<file path="src/rtl/sample_pkg.sv">
// Shared sample format and helpers for the block-average stage.
// Samples are sfix17_En16 (signed, 16 fractional bits).
package sample_pkg;

    localparam int SAMPLE_W    = 17;
    localparam int SAMPLE_FRAC = 16;

    typedef logic signed [SAMPLE_W-1:0] sample_t;

    // Half an LSB of the mean, expressed in units of the raw sum.
    function automatic int round_bias(input int log2n);
        return 1 << (log2n - 1);
    endfunction

endpackage

</file>
<file path="src/rtl/avg_out_fifo.sv">
// Two-entry output FIFO for block means; push/pop/flush.
// Ports: clk, reset, i_push, i_pop, i_flush, i_data -> o_data (head, 0 when
// empty), o_full, o_empty, o_count.
module avg_out_fifo #(
    parameter int W = 17
) (
    input  logic         clk,
    input  logic         reset,
    input  logic         i_push,
    input  logic         i_pop,
    input  logic         i_flush,
    input  logic [W-1:0] i_data,
    output logic [W-1:0] o_data,
    output logic         o_full,
    output logic         o_empty,
    output logic [1:0]   o_count
);

    logic [1:0]   r_cnt;
    logic [W-1:0] r_e0;
    logic [W-1:0] r_e1;
    logic         w_pop;
    logic         w_push;

    assign o_count = r_cnt;
    assign o_full  = (r_cnt == 2'd2);
    assign o_empty = (r_cnt == 2'd0);
    assign o_data  = o_empty ? '0 : r_e0;

    // A pop frees a slot in the same cycle, so a full FIFO still
    // accepts a push when it is also being popped.
    assign w_pop  = i_pop & ~o_empty;
    assign w_push = i_push & (~o_full | w_pop);

    always_ff @(posedge clk) begin
        if (reset || i_flush) begin
            r_cnt <= 2'd0;
        end else if (w_push && w_pop) begin
            if (o_full) begin
                r_e0 <= r_e1;
                r_e1 <= i_data;
            end else begin
                r_e0 <= i_data;
            end
        end else if (w_push) begin
            if (o_empty) r_e0 <= i_data;
            else         r_e1 <= i_data;
            r_cnt <= r_cnt + 2'd1;
        end else if (w_pop) begin
            r_e0  <= r_e1;
            r_cnt <= r_cnt - 2'd1;
        end
    end

endmodule

</file>
<file path="src/rtl/sample_block_avg.sv">
// Decimating block average: sums 2^LOG2_N samples, emits the rounded mean
// through a 2-entry valid/ready buffer; never stalls upstream, drops when full.
// Ports: clk, reset (sync, active-high), in_valid, in_data, clear,
// out_valid, out_ready, out_data, overflow, drop_cnt.
// Macro SAMPLE_BLOCK_AVG_MINMAX_EN adds out_min/out_max per-block extremes.
module sample_block_avg
    import sample_pkg::*;
#(
    parameter int LOG2_N = 4,
    parameter int DROP_W = 8
) (
    input  logic              clk,
    input  logic              reset,
    input  logic              in_valid,
    input  logic [16:0]       in_data,
    input  logic              clear,
    output logic              out_valid,
    input  logic              out_ready,
    output logic [16:0]       out_data,
    output logic              overflow,
    output logic [DROP_W-1:0] drop_cnt
`ifdef SAMPLE_BLOCK_AVG_MINMAX_EN
    ,
    output logic [16:0]       out_min,
    output logic [16:0]       out_max
`endif
);

    localparam int AW = SAMPLE_W + LOG2_N + 1;
    localparam logic signed [AW-1:0] BIAS = AW'(round_bias(LOG2_N));
`ifdef SAMPLE_BLOCK_AVG_MINMAX_EN
    localparam int FW = 3 * SAMPLE_W;
`else
    localparam int FW = SAMPLE_W;
`endif

    logic signed [AW-1:0] r_acc;
    logic signed [AW-1:0] r_sum;
    logic [LOG2_N-1:0]    r_cnt;
    logic                 r_done;
    logic                 r_ovf;
    logic [DROP_W-1:0]    r_drop;

    sample_t              w_smp;
    logic signed [AW-1:0] w_in_ext;
    logic signed [AW-1:0] w_rounded;
    logic [SAMPLE_W-1:0]  w_mean;
    logic                 w_last;
    logic                 w_pop;
    logic                 w_drop;
    logic                 w_full;
    logic                 w_empty;
    logic [1:0]           w_fifo_cnt;
    logic [FW-1:0]        w_push_data;
    logic [FW-1:0]        w_head;
    logic                 w_unused;

    assign w_smp    = in_data;
    assign w_in_ext = AW'(w_smp);
    assign w_last   = &r_cnt;

    // Arithmetic shift of the biased sum; the guard bit in the accumulator
    // keeps the result inside 17 bits, so the low slice is the mean.
    assign w_rounded = r_sum + BIAS;
    assign w_mean    = w_rounded[LOG2_N +: SAMPLE_W];

    always_ff @(posedge clk) begin
        if (reset || clear) begin
            r_acc  <= '0;
            r_sum  <= '0;
            r_cnt  <= '0;
            r_done <= 1'b0;
        end else begin
            r_done <= 1'b0;
            if (in_valid) begin
                if (w_last) begin
                    r_sum  <= r_acc + w_in_ext;
                    r_acc  <= '0;
                    r_done <= 1'b1;
                end else begin
                    r_acc <= r_acc + w_in_ext;
                end
                r_cnt <= r_cnt + LOG2_N'(1);
            end
        end
    end

`ifdef SAMPLE_BLOCK_AVG_MINMAX_EN
    sample_t r_min;
    sample_t r_max;
    sample_t r_bmin;
    sample_t r_bmax;
    sample_t w_lo;
    sample_t w_hi;

    // The first sample of a block seeds both extremes.
    assign w_lo = (r_cnt == '0 || w_smp < r_min) ? w_smp : r_min;
    assign w_hi = (r_cnt == '0 || w_smp > r_max) ? w_smp : r_max;

    always_ff @(posedge clk) begin
        if (reset || clear) begin
            r_min  <= '0;
            r_max  <= '0;
            r_bmin <= '0;
            r_bmax <= '0;
        end else if (in_valid) begin
            r_min <= w_lo;
            r_max <= w_hi;
            if (w_last) begin
                r_bmin <= w_lo;
                r_bmax <= w_hi;
            end
        end
    end

    assign w_push_data = {w_mean, r_bmin, r_bmax};
    assign out_min     = w_head[2*SAMPLE_W-1 -: SAMPLE_W];
    assign out_max     = w_head[SAMPLE_W-1:0];
`else
    assign w_push_data = w_mean;
`endif

    assign out_valid = ~w_empty;
    assign out_data  = w_head[FW-1 -: SAMPLE_W];
    assign w_pop     = out_valid & out_ready;
    assign w_drop    = r_done & w_full & ~w_pop & ~clear;

    avg_out_fifo #(
        .W (FW)
    ) u_fifo (
        .clk     (clk),
        .reset   (reset),
        .i_push  (r_done),
        .i_pop   (w_pop),
        .i_flush (clear),
        .i_data  (w_push_data),
        .o_data  (w_head),
        .o_full  (w_full),
        .o_empty (w_empty),
        .o_count (w_fifo_cnt)
    );

    // Drop statistics survive clear; only reset wipes them.
    always_ff @(posedge clk) begin
        if (reset) begin
            r_ovf  <= 1'b0;
            r_drop <= '0;
        end else if (w_drop) begin
            r_ovf <= 1'b1;
            if (~&r_drop) r_drop <= r_drop + DROP_W'(1);
        end
    end

    assign overflow = r_ovf;
    assign drop_cnt = r_drop;

    assign w_unused = ^{w_rounded[LOG2_N-1:0], w_rounded[AW-1], w_fifo_cnt};

endmodule

</file>
<file path="config.mk">
export PLATFORM = sky130hd
export DESIGN_NAME = sample_block_avg
export DESIGN_NICKNAME = d
export VERILOG_FILES = /design/src/rtl/sample_pkg.sv /design/src/rtl/avg_out_fifo.sv /design/src/rtl/sample_block_avg.sv
export SDC_FILE = /design/constraint.sdc
export NUM_CORES = 1
export LEC_CHECK = 0
export BUFFER_PORTS_ARGS = -buffer_cell sky130_fd_sc_hd__buf_4
export CORE_MARGIN = 2
export CORE_UTILIZATION = 50
export CTS_CLUSTER_SIZE = 25
export DETAILED_ROUTE_END_ITERATION = 8
export GPL_ROUTABILITY_DRIVEN = 1
export PLACE_DENSITY = 0.78
export SLEW_MARGIN = 5
export SYNTH_ARGS = -nofsm -noshare
export SYNTH_HDL_FRONTEND = slang
export SYNTH_SLANG_ARGS = --single-unit
</file>
<file path="constraint.sdc">
create_clock -name clk -period 3.7 [get_ports clk]
set_input_delay 1.11 -clock clk [delete_from_list [all_inputs] [get_ports clk]]
set_output_delay 1.11 -clock clk [all_outputs]
set_load 0.005 [all_outputs]
</file>
==> results.sh, run 1 <==
export IMPL_grt_max_degree=21
export IMPL_ff_latch_area_mm2=0.002122
export IMPL_path_clk_slew_ns=0.10
export IMPL_post_route_period_util=0.8142
export IMPL_cap_violations=0
export IMPL_grt_pass1_vias=3223
export IMPL_finalInstanceArea_mm2=0.005333
export IMPL_diodes=0
export IMPL_hold_viol_final=0
export IMPL_cts_path_max_buffers=2
export IMPL_p_per_area_mw_per_mm2=364.2
export IMPL_period_needed_ns=3.013
export IMPL_row_count=35
export IMPL_antenna_left=0
export IMPL_skew_ns=0.01400
export IMPL_worstMarginPinSlew_ns=0.7803
export IMPL_viasPerCell=5.625
export IMPL_ir_worst_vdd_uv=162.8
export IMPL_drt_iter0_markers=112
export IMPL_multi_input_area_mm2=0.002419
export IMPL_yosys_area_share_simple=0.1366
export IMPL_die_area_mm2=0.01015
export IMPL_dp_final_hpwl_mm=6.447
export IMPL_avgSynthCellArea_um2=10.38
export IMPL_worstSetupPathType="in -> reg"
export IMPL_ys_ff_latch=89
export IMPL_setup_tns_ns=0
export IMPL_synthDistinctLibCells=52
export IMPL_synth_top_family_by_area="compound AO/OA/AOI/OAI gates"
export IMPL_io_buffers=48
export IMPL_syn_num_nets=498
export IMPL_dieWidth_um=100.8
export IMPL_wl_met1_mm=4.301
export IMPL_fmax_mhz=331.9
export IMPL_cts_setup_buffers=0
export IMPL_wl_met3_um=332
export IMPL_nNetsFinal=544
export IMPL_core_area_mm2=0.009153
export IMPL_numCtsBuffers=9
export IMPL_yosysTopAreaCellShare=0.2352
export IMPL_min_path_type="reg -> reg"
export IMPL_cts_resized=0
export IMPL_finalNonFillerCells=613
export IMPL_wl_met2_mm=4.031
export IMPL_preCtsSetupSlack_ns=0.3524
export IMPL_crit_required_ns=3.95
export IMPL_netlist_area_mm2=0.004682
export IMPL_rsz0062_at_grt="no"
export IMPL_yosys_area_top_type="dfxtp_1"
export IMPL_ys_warn_count=0
export IMPL_placed_area_mm2=0.005119
export IMPL_grt_pass1_wl_mm=14.93
export IMPL_cts_root_buf="clkbuf_8"
export IMPL_wl_per_cell_um=14.35
export IMPL_synth_compound_area_share=0.1769
export IMPL_start_kind="primary input"
export IMPL_dp_cells=597
export IMPL_fill_cells=772
export IMPL_antenna_found_initial=0
export IMPL_h_tree_depth=3
export IMPL_maxSlewHeadroom=0.4798
export IMPL_grtUsageTotal=0.1825
export IMPL_synth_seq_area_share=0.4532
export IMPL_routed_top_layer="met4"
export IMPL_setup_slack_ns=0.6874
export IMPL_numClockSinks=89
export IMPL_outcome="complete, no violations"
export IMPL_vias=3448
export IMPL_synth_mux_area_frac=0.04944
export IMPL_grt_remaining_overflow=0
export IMPL_syn_to_final_growth_pct=13.90
export IMPL_end_kind="flip-flop"
export IMPL_clk_latency_ns=0.36
export IMPL_hold_buffers=0
export IMPL_p_leak_nw=2.250
export IMPL_initial_utilization=0.5116
export IMPL_synth_fa_ha_area_frac=0.06841
export IMPL_cp_arrival_ns=3.26
export IMPL_die_y_um=100.8
export IMPL_synth_xor_area_frac=0.08418
export IMPL_ios=49
export IMPL_place_gp_congestion=0.8734
export IMPL_dr_pass1_iters=4
export IMPL_wirelength_mm=8.795
export IMPL_cts_tree="built"
export IMPL_setup_viol=0
export IMPL_drc=0
export IMPL_synth_area_leaders="dfxtp_1, edfxtp_1, ha_1"
export IMPL_worstPathMaxFanout=2
export IMPL_drive_gt1_frac=0.1932
export IMPL_slew_violations=0
export IMPL_syn_inst=451
==> synthesized netlist by cell type (all sizes together) <==
master,n
clkbuf,9
o221ai,1
or3,2
a22o,29
or2,2
and4,5
fa,1
nand3,12
mux2,17
a21o,11
inv,11
and3,5
a31o,1
edfxtp,34
a211oi,4
o21ai,16
a22oi,6
mux2i,4
xor2,20
o211ai,1
ha,24
buf,9
a31oi,8
nor3,2
nor2b,20
nand4,10
o21bai,4
o41a,1
o31ai,2
a211o,2
nand2,28
o21a,1
nor3b,1
dfxtp,55
o22ai,2
nor2,38
and2,1
a221oi,1
a21oi,25
xnor2,25
nand3b,1
==> stage by stage <==
stage	util	hold WS (ns)	power [W]
after floorplan	-	0.4291	0.001194
after global placement	0.5593	0.4372	0.001244
after detailed placement	0.5593	0.4432	0.001248
after CTS	0.5826	0.4580	0.001952
after global routing	0.5826	0.4714	0.002026
final	0.5826	0.4542	0.001942
==> kinds of logic (layout without fill, tap and decap cells) <==
| logic type | Yosys count | in the layout |
|---|---|---|
| compound gates | 115 | 115 |
| xor+xnor | 45 | 45 |
| fa+ha+maj | 25 | 25 |
| buf+inv | 29 | 80 |
| flops | 89 | 89 |
| mux | 21 | 21 |
| simple gates | 127 | 127 |
==> path summary, 6_finish.rpt <==
kind,from,end,slack (ns),cells past startpoint
max,in_data[0],r_sum[8],0.69,10
min,overflow,overflow,0.45,2
max reg2reg,u_fifo.o_count[0],u_fifo.r_e0[1],1.13,9
min reg2reg,overflow,overflow,0.45,2
==> critical path, cell delays in order <==
cell	delay (ns)
buf_4	0.11
ha_1	0.21
fa_1	0.41
a21o_2	0.24
a21oi_1	0.25
nor2b_1	0.08
o21a_1	0.19
o41a_1	0.32
xnor2_1	0.15
a22o_1	0.20
==> cells in the final DEF, fill, tap and decap left out, types with 2 or more instances in the layout <==
master | synthesis | final
a21o_1 | 10 | 10
mux2_2 | 16 | 16
inv_1 | 11 | 11
and3_1 | 5 | 5
a22oi_1 | 6 | 6
xnor2_1 | 25 | 25
a211oi_1 | 3 | 3
dfxtp_1 | 55 | 55
nand3_1 | 12 | 12
ha_1 | 24 | 24
buf_4 | 0 | 53
and4_1 | 5 | 5
nor2_2 | 3 | 3
a211o_1 | 2 | 2
o21bai_1 | 4 | 4
a21oi_2 | 2 | 2
or3_1 | 2 | 2
xor2_1 | 20 | 20
o21ai_0 | 15 | 15
nand2_1 | 28 | 28
a31oi_1 | 8 | 8
edfxtp_1 | 34 | 34
a22o_1 | 29 | 29
nor2b_1 | 20 | 20
clkbuf_8 | 2 | 9
mux2i_1 | 4 | 4
nor2_1 | 35 | 35
o22ai_1 | 2 | 2
nand4_1 | 10 | 10
a21oi_1 | 22 | 22
==> metal layers <==
layer,global-route usage,vias to the layer above
met3,0.03051,17
met5,0,-
met4,0.06322,0
met2,0.3000,81
li1,-,1756
met1,0.2442,1594
==> power breakdown <==
part	leakage (nW)	internal, W	switching, W
registers	0.780	0.00102	0.00000769
clock network	0.106	0.000358	0.000355
logic	1.36	0.0000839	0.000118
total	2.25	0.00146	0.000481
==> registers in the layout, summed over array words and instances, names as in the netlist <==
name / cells
r_acc: 21
drop_cnt: 8
u_fifo.r_e0: 17
u_fifo.r_e1: 17
r_cnt: 4
u_fifo.o_count: 2
r_done: 1
overflow: 1
r_sum: 18
==> layout make-up <==
class                   instances  share of cell area
clock buffers                  11             0.02863
flip-flops and latches         89              0.3979
multi-input cells             333              0.4535
repair buffers                 53             0.07461
clock inverters                 5             0.01150
inverters                      11            0.007743
well taps                     111             0.02604
Power figures use the tool's default switching activity.
==> run 2, diff against run 1 <==
clock period = 3 ns   (was 3.7 ns; I/O delays follow)
==> results.sh, run 2 (synthesis results as in run 1) <==
export IMPL_outcome="complete, no violations"
export IMPL_p_seq_frac=0.557
export IMPL_cpMaxStageDelayCell="fa_1"
export IMPL_power_frac_comb=0.114
export IMPL_worstSetupPathType="in -> reg"
export IMPL_dieWidth_um=100.8
export IMPL_numClockSinks=89
export IMPL_clk_latency_ns=0.36
export IMPL_core_area_mm2=0.009153
export IMPL_path_clk_slew_ns=0.09
export IMPL_cts_setup_buffers=0
export IMPL_grt_pass1_wl_mm=15.00
export IMPL_skew_ns=0.009549
export IMPL_r2r_start="r_acc[0]"
export IMPL_cts_path_max_buffers=2
export IMPL_drt_iter0_markers=103
export IMPL_worstMarginPinSlew_ns=0.8557
export IMPL_place_gp_congestion=0.9263
export IMPL_drc=0
export IMPL_worstPathMaxFanout=2
export IMPL_cp_arrival_ns=3.00
export IMPL_post_route_period_util=0.9164
export IMPL_cp_depth=10
export IMPL_cts_root_buf="clkbuf_8"
export IMPL_cpLargestDelayFamily="compound AO/OA/AOI/OAI gates"
export IMPL_maxSlewHeadroom=0.4292
export IMPL_dr_pass1_iters=4
export IMPL_largest_register="r_acc"
export IMPL_crit_chain="buf_4, ha_1, fa_1, a21o_2, a21oi_1, nor2b_1, o21a_1, o41a_1, xnor2_1, a22o_1"
export IMPL_internal_power_w=0.001674
export IMPL_cts_resized=0
export IMPL_finalPower_w=0.002273
export IMPL_slew_violations=0
export IMPL_finalInstanceArea_mm2=0.005355
export IMPL_ir_worst_vdd_uv=211.2
export IMPL_initial_utilization=0.5116
export IMPL_p_sw_frac=0.2637
export IMPL_rrSetupSlack_ns=0.60
export IMPL_numCtsBuffers=9
export IMPL_nNetsFinal=552
export IMPL_hp_start="overflow"
export IMPL_grtUsageTotal=0.1839
export IMPL_io_buffers=48
export IMPL_p_per_area_mw_per_mm2=424.5
export IMPL_crit_end="r_sum[8]"
export IMPL_grt_max_degree=21
export IMPL_antenna_left=0
export IMPL_viasPerCell=5.556
export IMPL_switchingPower_w=0.0005994
export IMPL_wl_per_cell_um=14.26
export IMPL_fmax_mhz=363.8
export IMPL_fill_cells=756
export IMPL_reg2reg_to="r_sum[8]"
export IMPL_slowest_delay_ns=0.39
export IMPL_row_count=35
export IMPL_crit_required_ns=3.25
export IMPL_cap_violations=0
export IMPL_hold_buffers=0
export IMPL_min_path_type="reg -> reg"
export IMPL_p_clk_frac=0.329
export IMPL_largest_register_ffs=21
export IMPL_end_kind="flip-flop"
export IMPL_reg_largest_list="r_acc x21, r_sum x18"
export IMPL_final_cell_mix="buf_4, dfxtp_1, nor2_1, edfxtp_1, a22o_1"
export IMPL_syn_to_final_growth_pct=14.38
export IMPL_vias=3450
export IMPL_ios=49
export IMPL_start_kind="primary input"
export IMPL_critPathLaunch="in_data[0]"
export IMPL_die_y_um=100.8
export IMPL_hold_viol_final=0
export IMPL_placed_area_mm2=0.005179
export IMPL_antenna_found_initial=0
export IMPL_wirelength_mm=8.856
export IMPL_p_leak_nw=2.263
export IMPL_grt_pass1_vias=3251
export IMPL_layout_commonest_cell="buf_4"
export IMPL_path_buf_inv=1
export IMPL_cts_tree="built"
export IMPL_grt_remaining_overflow=0
export IMPL_diodes=0
export IMPL_drive_gt1_frac=0.2059
export IMPL_dp_final_hpwl_mm=6.578
export IMPL_setup_viol=0
export IMPL_period_needed_ns=2.749
export IMPL_die_area_mm2=0.01015
export IMPL_reg2reg_depth=9
export IMPL_rsz0062_at_grt="no"
export IMPL_h_tree_depth=3
run 2: worst min-delay path, stage by stage (launching register included):
cell and delay [ns]:
dfxtp_1 0.32, inv_1 0.05, a21oi_1 0.05
run 2: worst min path at each step:
stage | end | slack, ns | depth (start not counted)
2_1_floorplan | r_acc[16] | 0.43 | 2
3_3_place_gp | overflow | 0.44 | 2
3_5_place_dp | overflow | 0.44 | 2
4_1_cts | overflow | 0.45 | 2
5_1_grt | overflow | 0.48 | 2
6_report | overflow | 0.45 | 2
run 2: cell type report:
class | instances | area (um^2) | area share
Tap cell | 111 | 138.9 | 0.02593
Timing Repair Buffer | 61 | 457.9 | 0.08551
Inverter | 11 | 41.29 | 0.007710
Multi-Input combinational cell | 333 | 2419 | 0.4516
Sequential cell | 89 | 2122 | 0.3963
Clock buffer | 9 | 123.9 | 0.02313
Clock inverter | 7 | 52.55 | 0.009813
run 2: metal layers:
metal	up-vias	GRT usage	part of all wire
met3	11	0.03259	0.034
met2	77	0.3000	0.47
met5	-	0	0
li1	1763	-	-
met4	0	0.06533	0.016
met1	1599	0.2461	0.48
run 2: power by group through the flow:
stage,logic [W],clock network [W],registers (W)
final,0.000258,0.000749,0.00127
after CTS,0.000256,0.000775,0.00127
after global placement,0.000249,0,0.00129
after floorplan,0.000181,0,0.00129
after global routing,0.000286,0.000834,0.00127
after detailed placement,0.000255,0,0.00129
run 2: per-stage QoR:
stage                     utilization   TNS, ns  setup slack, ns  hold WS (ns)  cells
after detailed placement       0.5658   -0.3384          -0.1015        0.4383    605
after global placement         0.5658  -0.04285         -0.02300        0.4368    605
after floorplan                     -         0           0.1006        0.4291    451
final                          0.5851         0           0.2509        0.4515    621
after CTS                      0.5851         0           0.2740        0.4531    621
after global routing           0.5851         0           0.2067        0.4850    621
==> run 3, diff against run 2 <==
SYNTH_HIERARCHICAL = 1   (was unset)
==> results.sh, run 3 <==
export IMPL_outcome="complete, no violations"
export IMPL_ios=49
export IMPL_netlist_area_mm2=0.004971
export IMPL_min_path_type="reg -> reg"
export IMPL_wl_per_cell_um=14.75
export IMPL_cp_arrival_ns=3.25
export IMPL_final_cell_mix="buf_4, dfxtp_1, nand2_1, nor2_1"
export IMPL_slew_violations=0
export IMPL_worstMarginPinSlew_ns=0.3859
export IMPL_cts_tree="built"
export IMPL_grt_remaining_overflow=0
export IMPL_viasPerCell=5.490
export IMPL_layout_commonest_cell="buf_4"
export IMPL_grtUsageTotal=0.2014
export IMPL_worstPathMaxFanout=4
export IMPL_antenna_found_initial=0
export IMPL_post_route_period_util=0.9877
export IMPL_dp_final_hpwl_mm=8.248
export IMPL_crit_chain="buf_4, ha_4, fa_2, a21o_1, a22o_1, o31ai_4, a211oi_2, or4b_4, o221a_1, nor2_1"
export IMPL_ys_ff_latch=89
export IMPL_p_leak_nw=2.506
export IMPL_initial_utilization=0.5109
export IMPL_async_flop_share=0
export IMPL_drc=0
export IMPL_grt_pass1_vias=3887
export IMPL_reg_largest_list="r_acc x21, r_sum x18"
export IMPL_antenna_left=0
export IMPL_syn_inst=515
export IMPL_drive_gt1_frac=0.2533
export IMPL_io_buffers=48
export IMPL_clk_latency_ns=0.36
export IMPL_finalNonFillerCells=737
export IMPL_maxSlewHeadroom=0.7400
export IMPL_switchingPower_w=0.0006360
export IMPL_yosysMostFrequentCell="dfxtp_1"
export IMPL_grt_max_degree=22
export IMPL_p_seq_frac=0.544
export IMPL_nNetsFinal=647
export IMPL_hold_slack_ns=0.4588
export IMPL_yosysTopAreaCellShare=0.2215
export IMPL_synth_area_leaders="dfxtp_1, edfxtp_1, ha_1"
export IMPL_setup_slack_ns=0.03697
export IMPL_p_sw_frac=0.2699
export IMPL_largest_register_ffs=21
export IMPL_period_needed_ns=2.963
export IMPL_h_tree_depth=3
export IMPL_ir_worst_vdd_uv=194.5
export IMPL_place_gp_congestion=0.8948
export IMPL_synth_seq_area_share=0.4269
export IMPL_end_kind="flip-flop"
export IMPL_cpMaxStageDelayCell="or4b_4"
export IMPL_worstSetupPathType="in -> reg"
export IMPL_syn_to_final_growth_pct=20.39
export IMPL_cts_path_max_buffers=2
export IMPL_die_y_um=103.7
export IMPL_internal_power_w=0.001721
export IMPL_dp_cells=717
export IMPL_finalPower_w=0.002357
export IMPL_cap_violations=0
export IMPL_numCtsBuffers=9
export IMPL_diodes=0
export IMPL_p_clk_frac=0.314
export IMPL_start_kind="primary input"
export IMPL_synthDistinctLibCells=65
export IMPL_dieWidth_um=103.7
export IMPL_fmax_mhz=337.5
export IMPL_synth_edf_count=34
export IMPL_hold_viol_final=0
export IMPL_avgSynthCellArea_um2=9.652
export IMPL_setup_tns_ns=0
export IMPL_crit_required_ns=3.29
export IMPL_numClockSinks=89
export IMPL_skew_ns=0.01329
export IMPL_row_count=36
export IMPL_ys_warn_count=6
export IMPL_wirelength_mm=10.87
export IMPL_preCtsSetupSlack_ns=-0.3388
export IMPL_core_area_mm2=0.009729
export IMPL_setup_viol=0
export IMPL_synth_common_cells="dfxtp_1, nand2_1, nor2_1, a21oi_1, edfxtp_1"
export IMPL_grt_pass1_wl_mm=17.94
export IMPL_path_clk_slew_ns=0.09
export IMPL_cts_root_buf="clkbuf_8"
export IMPL_slowest_delay_ns=0.57
export IMPL_drt_iter0_markers=223
export IMPL_yosys_area_top_type="dfxtp_1"
export IMPL_vias=4046
export IMPL_p_per_area_mw_per_mm2=393.8
export IMPL_largest_register="r_acc"
export IMPL_die_area_mm2=0.01076
export IMPL_syn_num_nets=563
export IMPL_power_frac_comb=0.142
export IMPL_yosys_most_used_dff="dfxtp_1"
export IMPL_dr_pass1_iters=5
==> run 3: cell families after synthesis <==
family	synth area share
adder cells (fa/ha/maj)	0.06695
XOR/XNOR	0.07400
multiplexers	0.05210
flip-flops	0.4269
AO/OA/AOI/OAI	0.1483
buffers and inverters	0.04102
AND/OR/NAND/NOR	0.1908
==> run 3: final timing paths <==
kind                                  from        end  slack, ns  cells past startpoint
worst max-delay path            in_data[0]  r_acc[20]       0.04                     10
worst min-delay path              overflow   overflow       0.46                      2
worst max register to register    r_acc[0]  r_acc[20]       0.35                      9
worst min register to register    overflow   overflow       0.46                      2
==> run 3: final cells by class <==
| class | instances | area (um^2) |
|---|---|---|
| fill | 835 | 3745 |
| clock buffer | 10 | 127.6 |
| timing repair buffer | 97 | 753.2 |
| clock inverter | 6 | 43.79 |
| tap | 133 | 166.4 |
| inverter | 17 | 66.31 |
| sequential | 89 | 2122 |
| multi-input combinational | 385 | 2705 |
==> run 3: per-stage QoR <==
step                      utilization  area, um^2
after floorplan                     -        5012
after global placement         0.5925        5764
after detailed placement       0.5925        5764
after CTS                      0.6101        5936
after global routing           0.6151        5984
final                          0.6151        5984
==> run 3: what timing repair did <==
item | 4_1_cts | 5_1_grt
buffers inserted | 0 | 4
resized for setup | 0 | 3
setup endpoints to repair | 0 | 3
hold buffers | 0 | 0
==> run 3: power groups by stage <==
stage / sequential (W) / clock (W) / combinational (W)
3_3_place_gp: 0.00131 / 0 / 0.000316
4_1_cts: 0.00128 / 0.000751 / 0.000327
6_report: 0.00128 / 0.000741 / 0.000334
5_1_grt: 0.00128 / 0.000796 / 0.000366
3_5_place_dp: 0.00131 / 0 / 0.000325
2_1_floorplan: 0.00130 / 0 / 0.000201
==> run 3: critical path: cells and delay by family <==
kind | cells | cell delay [ns]
compound gates | 5 | 1.05
fa+ha+maj | 2 | 0.49
buf+inv | 1 | 0.12
simple gates | 2 | 0.68
==> run 3: routing by layer <==
| metal | vias up | routed length, um | part of all wire | global-route usage |
|---|---|---|---|---|
| li1 | 2021 | - | - | - |
| met4 | 0 | 212 | 0.020 | 0.08784 |
| met1 | 1888 | 4901 | 0.45 | 0.2636 |
| met2 | 116 | 5305 | 0.49 | 0.3363 |
| met5 | - | 0 | 0 | 0 |
| met3 | 21 | 450 | 0.041 | 0.02454 |
